File: src/rtl/clk_lock_reset_seq_pkg.sv
// Shared definitions for the clock-lock reset sequencer. SoC debug registers
// decode state_dbg with state_e.
package clk_lock_reset_seq_pkg;

  typedef enum logic [1:0] {
    StWaitLock = 2'd0,
    StStable   = 2'd1,
    StHold     = 2'd2,
    StRun      = 2'd3
  } state_e;

  function automatic int unsigned max_u(input int unsigned a, input int unsigned b);
    return (a > b) ? a : b;
  endfunction

endpackage

File: src/rtl/clk_lock_reset_seq_sync_ff.sv
// Multi-stage 1-bit synchronizer for asynchronous level inputs; flops clear to 0 on reset.
module clk_lock_reset_seq_sync_ff #(
  parameter int unsigned STAGES = 2
) (
  input  logic clk,
  input  logic reset,
  input  logic d,
  output logic q
);

  logic [STAGES-1:0] sync_q;

  always_ff @(posedge clk) begin
    if (reset) begin
      sync_q <= '0;
    end else begin
      sync_q <= {sync_q[STAGES-2:0], d};
    end
  end

  assign q = sync_q[STAGES-1];

endmodule

File: src/rtl/clk_lock_reset_seq.sv
// Reset sequencer: synchronizes and qualifies CCC lock, then releases system reset after a
// programmable hold-off. Lock loss in RUN re-asserts reset and is counted (saturating).
module clk_lock_reset_seq
  import clk_lock_reset_seq_pkg::*;
#(
  parameter int unsigned SYNC_STAGES        = 2,
  parameter int unsigned LOCK_STABLE_CYCLES = 1024,
  parameter int unsigned RESET_HOLD_CYCLES  = 64,
  parameter int unsigned LOSS_COUNT_WIDTH   = 8
) (
  input  logic                        clk,
  input  logic                        reset,
  input  logic                        pll_lock,
  input  logic                        soft_reset_req,
  output logic                        sys_reset,
  output logic                        clk_ready,
  output logic [LOSS_COUNT_WIDTH-1:0] lock_loss_count,
  output logic [1:0]                  state_dbg
);

  localparam int unsigned CntMax   = max_u(LOCK_STABLE_CYCLES, RESET_HOLD_CYCLES);
  localparam int unsigned CntWidth = $clog2(CntMax + 1);

  localparam logic [CntWidth-1:0] StableLast = CntWidth'(LOCK_STABLE_CYCLES - 1);
  localparam logic [CntWidth-1:0] HoldLast   = CntWidth'(RESET_HOLD_CYCLES - 1);

  logic                        lock_s;
  state_e                      state_q, state_d;
  logic [CntWidth-1:0]         cnt_q, cnt_d;
  logic [LOSS_COUNT_WIDTH-1:0] loss_q, loss_d;

  clk_lock_reset_seq_sync_ff #(
    .STAGES (SYNC_STAGES)
  ) u_lock_sync (
    .clk   (clk),
    .reset (reset),
    .d     (pll_lock),
    .q     (lock_s)
  );

  always_ff @(posedge clk) begin
    if (reset) begin
      state_q <= StWaitLock;
      cnt_q   <= '0;
      loss_q  <= '0;
    end else begin
      state_q <= state_d;
      cnt_q   <= cnt_d;
      loss_q  <= loss_d;
    end
  end

  // Lock loss is checked first in every state so it beats both expiry and soft reset.
  always_comb begin
    state_d = state_q;
    cnt_d   = cnt_q;
    loss_d  = loss_q;
    unique case (state_q)
      StWaitLock: begin
        cnt_d = '0;
        if (lock_s) state_d = StStable;
      end
      StStable: begin
        if (!lock_s) begin
          state_d = StWaitLock;
          cnt_d   = '0;
        end else if (cnt_q == StableLast) begin
          state_d = StHold;
          cnt_d   = '0;
        end else begin
          cnt_d = cnt_q + 1'b1;
        end
      end
      StHold: begin
        if (!lock_s) begin
          state_d = StWaitLock;
          cnt_d   = '0;
        end else if (cnt_q == HoldLast) begin
          state_d = StRun;
          cnt_d   = '0;
        end else begin
          cnt_d = cnt_q + 1'b1;
        end
      end
      StRun: begin
        cnt_d = '0;
        if (!lock_s) begin
          state_d = StWaitLock;
          if (loss_q != '1) loss_d = loss_q + 1'b1;
        end else if (soft_reset_req) begin
          state_d = StHold;
        end
      end
      default: begin
        state_d = StWaitLock;
        cnt_d   = '0;
      end
    endcase
  end

  always_comb begin
    sys_reset       = 1'b1;
    clk_ready       = 1'b0;
    lock_loss_count = loss_q;
    state_dbg       = state_q;
    if (state_q == StRun) begin
      sys_reset = 1'b0;
      clk_ready = 1'b1;
    end
  end

endmodule

File: config.mk
export PLATFORM = sky130hd
export DESIGN_NAME = clk_lock_reset_seq
export DESIGN_NICKNAME = d
export VERILOG_FILES = /design/src/rtl/clk_lock_reset_seq_pkg.sv /design/src/rtl/clk_lock_reset_seq_sync_ff.sv /design/src/rtl/clk_lock_reset_seq.sv
export SDC_FILE = /design/constraint.sdc
export NUM_CORES = 1
export LEC_CHECK = 0
export ABC_AREA = 1
export BUFFER_PORTS_ARGS = -buffer_cell sky130_fd_sc_hd__buf_4
export CAP_MARGIN = 20
export CORE_UTILIZATION = 40
export DETAILED_ROUTE_END_ITERATION = 8
export SETUP_SLACK_MARGIN = 0.3
export SYNTH_ARGS = -nofsm -noshare
export SYNTH_HDL_FRONTEND = slang
export SYNTH_SLANG_ARGS = --single-unit
File: constraint.sdc
create_clock -name clk -period 1.4 [get_ports clk]
set_input_delay 0.28 -clock clk [delete_from_list [all_inputs] [get_ports clk]]
set_output_delay 0.28 -clock clk [all_outputs]
set_load 0.01 [all_outputs]
==> impl_summary.txt, run 1 <==
----------------------------------------------------
[Route]
  Total routed wirelength ... 2950 um
  Routed wire per std cell ... 12.5 um
  Count of nets left with antenna violations after detail routing ... 0
  Number of vias after detailed routing ... 1194
  DR pass1 iterations ... 4
  First DRT Iteration DRCs ... 25
  Via-per-instance ratio ... 5.06
  DRC viols ... 0

[Finish]
  Area growth from synthesis to layout ... 59.1%
  Number of nets at the end of the flow ... 213
  Fraction of layout cells with a size suffix above 1 ... 0.505
  Diode count ... 0
  Number of fillers in the final layout ... 223

[Synth]
  Net Count, Synth ... 170
  Syn Area/Cell ... 6.93 sq um
  Simple-gate portion of the synthesized area ... 0.400
  Count of state elements after synthesis ... 23
  Sequential element share of the synthesized area ... 0.405
  Post-synthesis instance total ... 164
  Post-synthesis cell area ... 0.00114 sq mm
  Post-Synth XOR/XNOR Area ... 0.0308
  Number of synthesis warnings ... 0
  Largest family of logic cells by synthesized area ... simple AND/OR/NAND/NOR gates
  Post-synthesis share of cell area spent on full adders, half adders and majority gates ... 0.0220
  Compound-Gate Fraction of Synth Area ... 0.0639
  Share of cell area taken by muxes after synthesis ... 0
  Count of different cell masters after synthesis ... 21

[Worst setup path]
  Critical Path RT ... 1620 ps
  Cells along the critical path ... ha_4 > nand2_4 > nor2_4 > nand3_2 > nand2_4 > nand2_4 > nand2_4 > nor3_1
  Critical R2R Launch ... cnt_q[1]
  Worst path slowest cell ... dfxtp_4
  Most numerous cell on the critical path ... nand2_4
  Critical Path Start Type ... flip-flop
  Crit path capture type ... flip-flop
  Worst setup path startpoint ... cnt_q[1]
  Worst setup path class ... flip-flop to flip-flop
  CP Max Fanout ... 5
  Crit path DAT ... 1510 ps
  Largest delay contributor family on the critical path ... simple AND/OR/NAND/NOR gates
  Number of buffer and inverter stages on the critical path ... 0
  Max stage delay on crit path ... 390 ps

[Clock network]
  CTS tree ... built
  Clock transition at the register clock pins on the worst setup and hold paths after CTS ... 130 ps
  Number of buffers inserted during clock tree synthesis ... 3
  Clock root cell ... clkbuf_4
  Maximum count of clock buffers along a single path ... 2
  Count of hold buffers inserted by post-cts repair ... 0
  H-Tree Depth ... 1
  Total clock sinks ... 23
  Source-to-sink clock delay at the later pin of the worst-skew pair ... 310 ps

[Place]
  # port buffers ... 15
  DPL Wire Length ... 1680 um
  Routability congestion estimate ... 0.784

[Timing]
  Relative slew margins ... 0.724
  Slew at the pin closest to its max-slew limit ... 412 ps
  Post-Route Setup TNS ... 0 ps
  RSZ-0062 raised after global routing ... yes
  Tmin final ... 1300 ps
  Min Hold Slack ... 158 ps
  Highest clock frequency the design can meet ... 770 MHz
  Final Slew Violations ... 0
  Post-route clock period utilization ... 0.927
  Final Skew ... 2.13 ps
  Setup violation total in the final timing report ... 0
  Final hold violation count ... 0

[Floorplanning]
  I/O pins ... 16
  X dimension of the die ... 55.3 um
  Initial core utilization ... 0.439
  Total Die Area ... 0.00306 sq mm
  DIE HEIGHT ... 55.3 um
  Rows ... 18
  Area of the placeable core ... 0.00259 sq mm

[Hold path]
  Worst min-delay path startpoint ... pll_lock
  Kind of path behind the tightest hold check ... primary input to flip-flop

[Global route]
  Number of antenna violations at the first check in global routing ... 0
  Total routing usage reported by global routing ... 0.198
  Maximum number of pins on one net before global-route repair ... 13
  Via count of the first global-routing pass ... 1185
  Global-route wire length before repair ... 4940 um
  Total congestion overflow after global routing ... 0

[Outcome]
  Outcome ... finished clean

[Pwr]
  Fraction of power consumed by the clock network ... 0.213
  Reported leakage power ... 0.745 nW
  Sequential fraction of design power ... 0.509
  Cell Pwr Density ... 815 mW/mm^2
  Net switching power ... 0.478 mW
  Part of the power in combinational logic ... 0.278
  Worst vdd rail ir drop ... 0.719 mV
  Net Sw Frac ... 0.325
  Total power ... 1.47 mW
  Cell Int Power ... 0.995 mW

[Job]
  Reported max-cap violation count ... 0

----------------------------------------------------
==> cells in the final DEF (no fill, tap or decap), types with 4 or more instances in the layout <==
cell type / n
dfxtp_2: 9
a21oi_2: 7
nand2_4: 9
buf_4: 17
nand2_1: 32
inv_1: 20
nor2_4: 5
buf_6: 19
dfxtp_4: 6
dfxtp_1: 8
nor3_2: 5
nor2_1: 21
nand3_2: 4
nand2_2: 7
==> cell usage after synthesis <==
cell      count  area [sq um]
nor2_1       26          97.6
o21ai_0       5          25.0
inv_4         1          6.26
nand3_2       2          20.0
nand2_1      42           158
ha_1          2          25.0
xnor2_1       1          8.76
nand3b_1      1          7.51
nor3_2        2          20.0
nand2_2       5          31.3
xor2_1        3          26.3
nor3_1        6          30.0
nor2_2        3          18.8
dfxtp_1      23           460
a21oi_2       2          17.5
clkinv_1      1          3.75
nor3b_2       1          12.5
nand3_1       8          40.0
a21oi_1       6          30.0
inv_1        21          78.8
nand4_1       3          18.8
==> through the flow <==
step                      cell area, sq um  setup slack, ps   util  instances
after floorplan                       1210              177      -        164
after global placement                1370             31.9  0.529        211
after detailed placement              1370             19.2  0.529        211
after CTS                             1660              129  0.643        230
after global routing                  1810             1.65  0.698        236
final                                 1810              102  0.698        236
==> power by group through the flow <==
stage	registers (mW)	logic, mW	clock network, mW
2_1_floorplan	0.755	0.195	0
4_1_cts	0.732	0.376	0.334
3_5_place_dp	0.747	0.308	0
6_report	0.750	0.410	0.313
5_1_grt	0.756	0.462	0.357
3_3_place_gp	0.744	0.302	0
==> worst paths after layout <==
path | endpoint | slack (ps) | depth (start not counted)
max | cnt_q[3] | 100 | 8
min | u_lock_sync.sync_q[0] | 160 | 3
max reg2reg | cnt_q[3] | 100 | 8
min reg2reg | u_lock_sync.sync_q[1] | 410 | 2
==> cells by family (layout without fill, tap and decap cells) <==
| family | after synthesis | count (layout) |
|---|---|---|
| compound gates | 13 | 13 |
| buf+inv | 23 | 64 |
| simple gates | 99 | 100 |
| fa+ha+maj | 2 | 2 |
| xor+xnor | 4 | 4 |
| flops | 23 | 23 |
==> final cells by class <==
cell class / instances / area (sq um) / area share
timing repair inverter: 1 / 6.26 / 0.00346
multi-input combinational: 119 / 811 / 0.448
tap: 30 / 37.5 / 0.0208
timing repair buffer: 36 / 342 / 0.189
sequential: 23 / 494 / 0.273
inverter: 23 / 91.3 / 0.0505
clock buffer: 4 / 26.3 / 0.0145
==> tightest hold or removal path: cells and delay by family <==
family	cells	cell delay (ps)
buf+inv	2	110
simple gates	1	60
==> timing repair <==
| item | CTS | global route |
|---|---|---|
| cloned | 2 | 0 |
| gates resized for setup | 44 | 29 |
| setup buffers | 13 | 6 |
| pin swaps | 15 | 15 |
| setup endpoints to repair | 32 | 33 |
==> sequential cells by signal, summed over array words and instances (netlist names) <==
register / cells
cnt_q: 11
lock_loss_count: 8
state_dbg: 2
u_lock_sync.sync_q: 2
==> per-layer routing <==
metal  track usage  wire length (um)  share of wire
met1         0.217              1120           0.38
met2         0.363              1670           0.57
met3        0.0656               113          0.038
met4        0.0536                46          0.016
met5             0                 0              0
Note: power is estimated with default switching activity, not from simulation.
==> run 2: changes to the inputs <==
--- a/config.mk
+++ b/config.mk
@@ -6,10 +6,11 @@
 export NUM_CORES = 1
 export LEC_CHECK = 0
 export ABC_AREA = 1
-export BUFFER_PORTS_ARGS = -buffer_cell sky130_fd_sc_hd__buf_4
 export CAP_MARGIN = 20
 export CORE_UTILIZATION = 40
+export CTS_BUF_LIST = sky130_fd_sc_hd__clkbuf_8
 export DETAILED_ROUTE_END_ITERATION = 8
+export DONT_BUFFER_PORTS = 1
 export SETUP_SLACK_MARGIN = 0.3
 export SYNTH_ARGS = -nofsm -noshare
 export SYNTH_HDL_FRONTEND = slang
==> impl_summary.txt, run 2 (same netlist as run 1, synthesis figures left out) <==
----------------------------------------------------
[Finish]
  Most common cell after layout, fill and taps aside ... nand2_1
  Number of nets at the end of the flow ... 190
  Fraction of layout cells with a size suffix above 1 ... 0.393
  Combined area of the multi-input logic cells ... 774 sq um
  Number of fillers in the final layout ... 254
  Max reg flops ... 11
  Highest-count cells in the layout ignoring fill and taps ... nand2_1 (36), inv_1 (21), nor2_1 (19)
  Area growth from synthesis to layout ... 35.0%
  Reg with most FFs ... cnt_q
  Sequential Area ... 483 sq um
  Diode count ... 0

[Floorplanning]
  Area of the placeable core ... 0.00259 sq mm
  Rows ... 18
  DIE HEIGHT ... 55.3 um
  I/O pins ... 16
  X dimension of the die ... 55.3 um
  Total Die Area ... 0.00306 sq mm
  Initial core utilization ... 0.439

[Clock network]
  H-Tree Depth ... 1
  Clock transition at the register clock pins on the worst setup and hold paths after CTS ... 80 ps
  Total clock sinks ... 23
  Maximum count of clock buffers along a single path ... 2
  Source-to-sink clock delay at the later pin of the worst-skew pair ... 260 ps
  Number of buffers inserted during clock tree synthesis ... 3
  Clock root cell ... clkbuf_8
  CTS tree ... built

[Global route]
  Number of antenna violations at the first check in global routing ... 0
  Total congestion overflow after global routing ... 0
  Via count of the first global-routing pass ... 1054
  Maximum number of pins on one net before global-route repair ... 13
  Global-route wire length before repair ... 4400 um
  Total routing usage reported by global routing ... 0.179

[Pwr]
  Worst vdd rail ir drop ... 0.578 mV
  Cell Pwr Density ... 957 mW/mm^2
  Total power ... 1.47 mW
  Reported leakage power ... 0.591 nW

[Timing]
  Relative slew margins ... 0.735
  Post-Route Setup TNS ... 0 ps
  Post-route clock period utilization ... 0.938
  Highest clock frequency the design can meet ... 762 MHz
  Slew at the pin closest to its max-slew limit ... 395 ps
  Final Skew ... 2.87 ps
  RSZ-0062 raised after global routing ... yes
  Final hold violation count ... 0
  Final Slew Violations ... 0
  Setup violation total in the final timing report ... 0
  Tmin final ... 1310 ps

[Worst setup path]
  Crit path capture type ... flip-flop
  Crit path DAT ... 1470 ps
  Worst setup path class ... flip-flop to flip-flop
  Critical Path RT ... 1560 ps
  Cells along the critical path ... ha_4 > nand2_2 > nor2_1 > nand2_1 > nand2_4 > clkinvlp_4 > nand4_1 > a21oi_1
  CP Max Fanout ... 5
  Number of buffer and inverter stages on the critical path ... 1
  Max stage delay on crit path ... 390 ps
  Largest delay contributor family on the critical path ... simple AND/OR/NAND/NOR gates
  Critical Path Start Type ... flip-flop
  Worst path slowest cell ... dfxtp_4

[Route]
  Total routed wirelength ... 2530 um
  Count of nets left with antenna violations after detail routing ... 0
  Via-per-instance ratio ... 4.98
  Number of vias after detailed routing ... 1061
  DRC viols ... 0
  First DRT Iteration DRCs ... 20
  DR pass1 iterations ... 2
  Routed wire per std cell ... 11.9 um

[Job]
  Reported max-cap violation count ... 0

[Hold path]
  Kind of path behind the tightest hold check ... primary input to flip-flop

[Place]
  # port buffers ... 0
  Routability congestion estimate ... 0.741
  DPL Wire Length ... 1780 um

[Outcome]
  Outcome ... finished clean

----------------------------------------------------
-- run 2: cell types whose count changed in the layout (fill, tap and decap cells not counted), sizes merged --
| cell | delta |
|---|---|
| buf | -23 |
| clkbuf | -1 |
| clkinvlp | +1 |
-- run 2: area by class of cell --
| type | count | area share |
|---|---|---|
| timing repair inverter | 1 | 0.00489 |
| clock buffer | 3 | 0.0269 |
| tap | 30 | 0.0245 |
| multi-input combinational | 119 | 0.505 |
| sequential | 23 | 0.315 |
| clock inverter | 1 | 0.00245 |
| timing repair buffer | 13 | 0.0636 |
| inverter | 23 | 0.0579 |
-- run 2: path summary, 6_finish.rpt --
path | from | endpoint | slack (ps) | cells after the start
setup / recovery | lock_loss_count[1] | lock_loss_count[5] | 90 | 8
hold / removal | reset | lock_loss_count[4] | 70 | 1
setup reg to reg | lock_loss_count[1] | lock_loss_count[5] | 90 | 8
hold reg to reg | u_lock_sync.sync_q[0] | u_lock_sync.sync_q[1] | 400 | 2
-- run 2: stage by stage --
step                      hold WS (ps)  area [sq um]  instances  utilization  worst slack, ps
after global placement             343          1300        202        0.503             62.1
after CTS                         63.6          1480        212        0.572             85.3
after detailed placement           344          1300        202        0.503             21.7
after global routing              59.8          1530        213        0.592             21.6
final                             67.4          1530        213        0.592             87.3
after floorplan                    342          1210        164            -              177
-- run 2: layer usage --
layer	global-route usage	share of wire
met1	0.211	0.44
met2	0.329	0.52
met3	0.0304	0.030
met4	0.0536	0.011
met5	0	0
-- run 2: what timing repair did --
action                                  4_1_cts  5_1_grt
endpoints found under the setup margin       23       24
hold buffers                                  0        0
setup buffers                                 4        1
pin swaps                                    10       10
gates cloned                                  2        0
gates resized for setup                      24       14
-- run 2: power breakdown --
group          internal, mW  total [mW]  switching [mW]
Combinational         0.120       0.315           0.196
Sequential            0.693       0.751          0.0575
Clock                 0.196       0.402           0.206
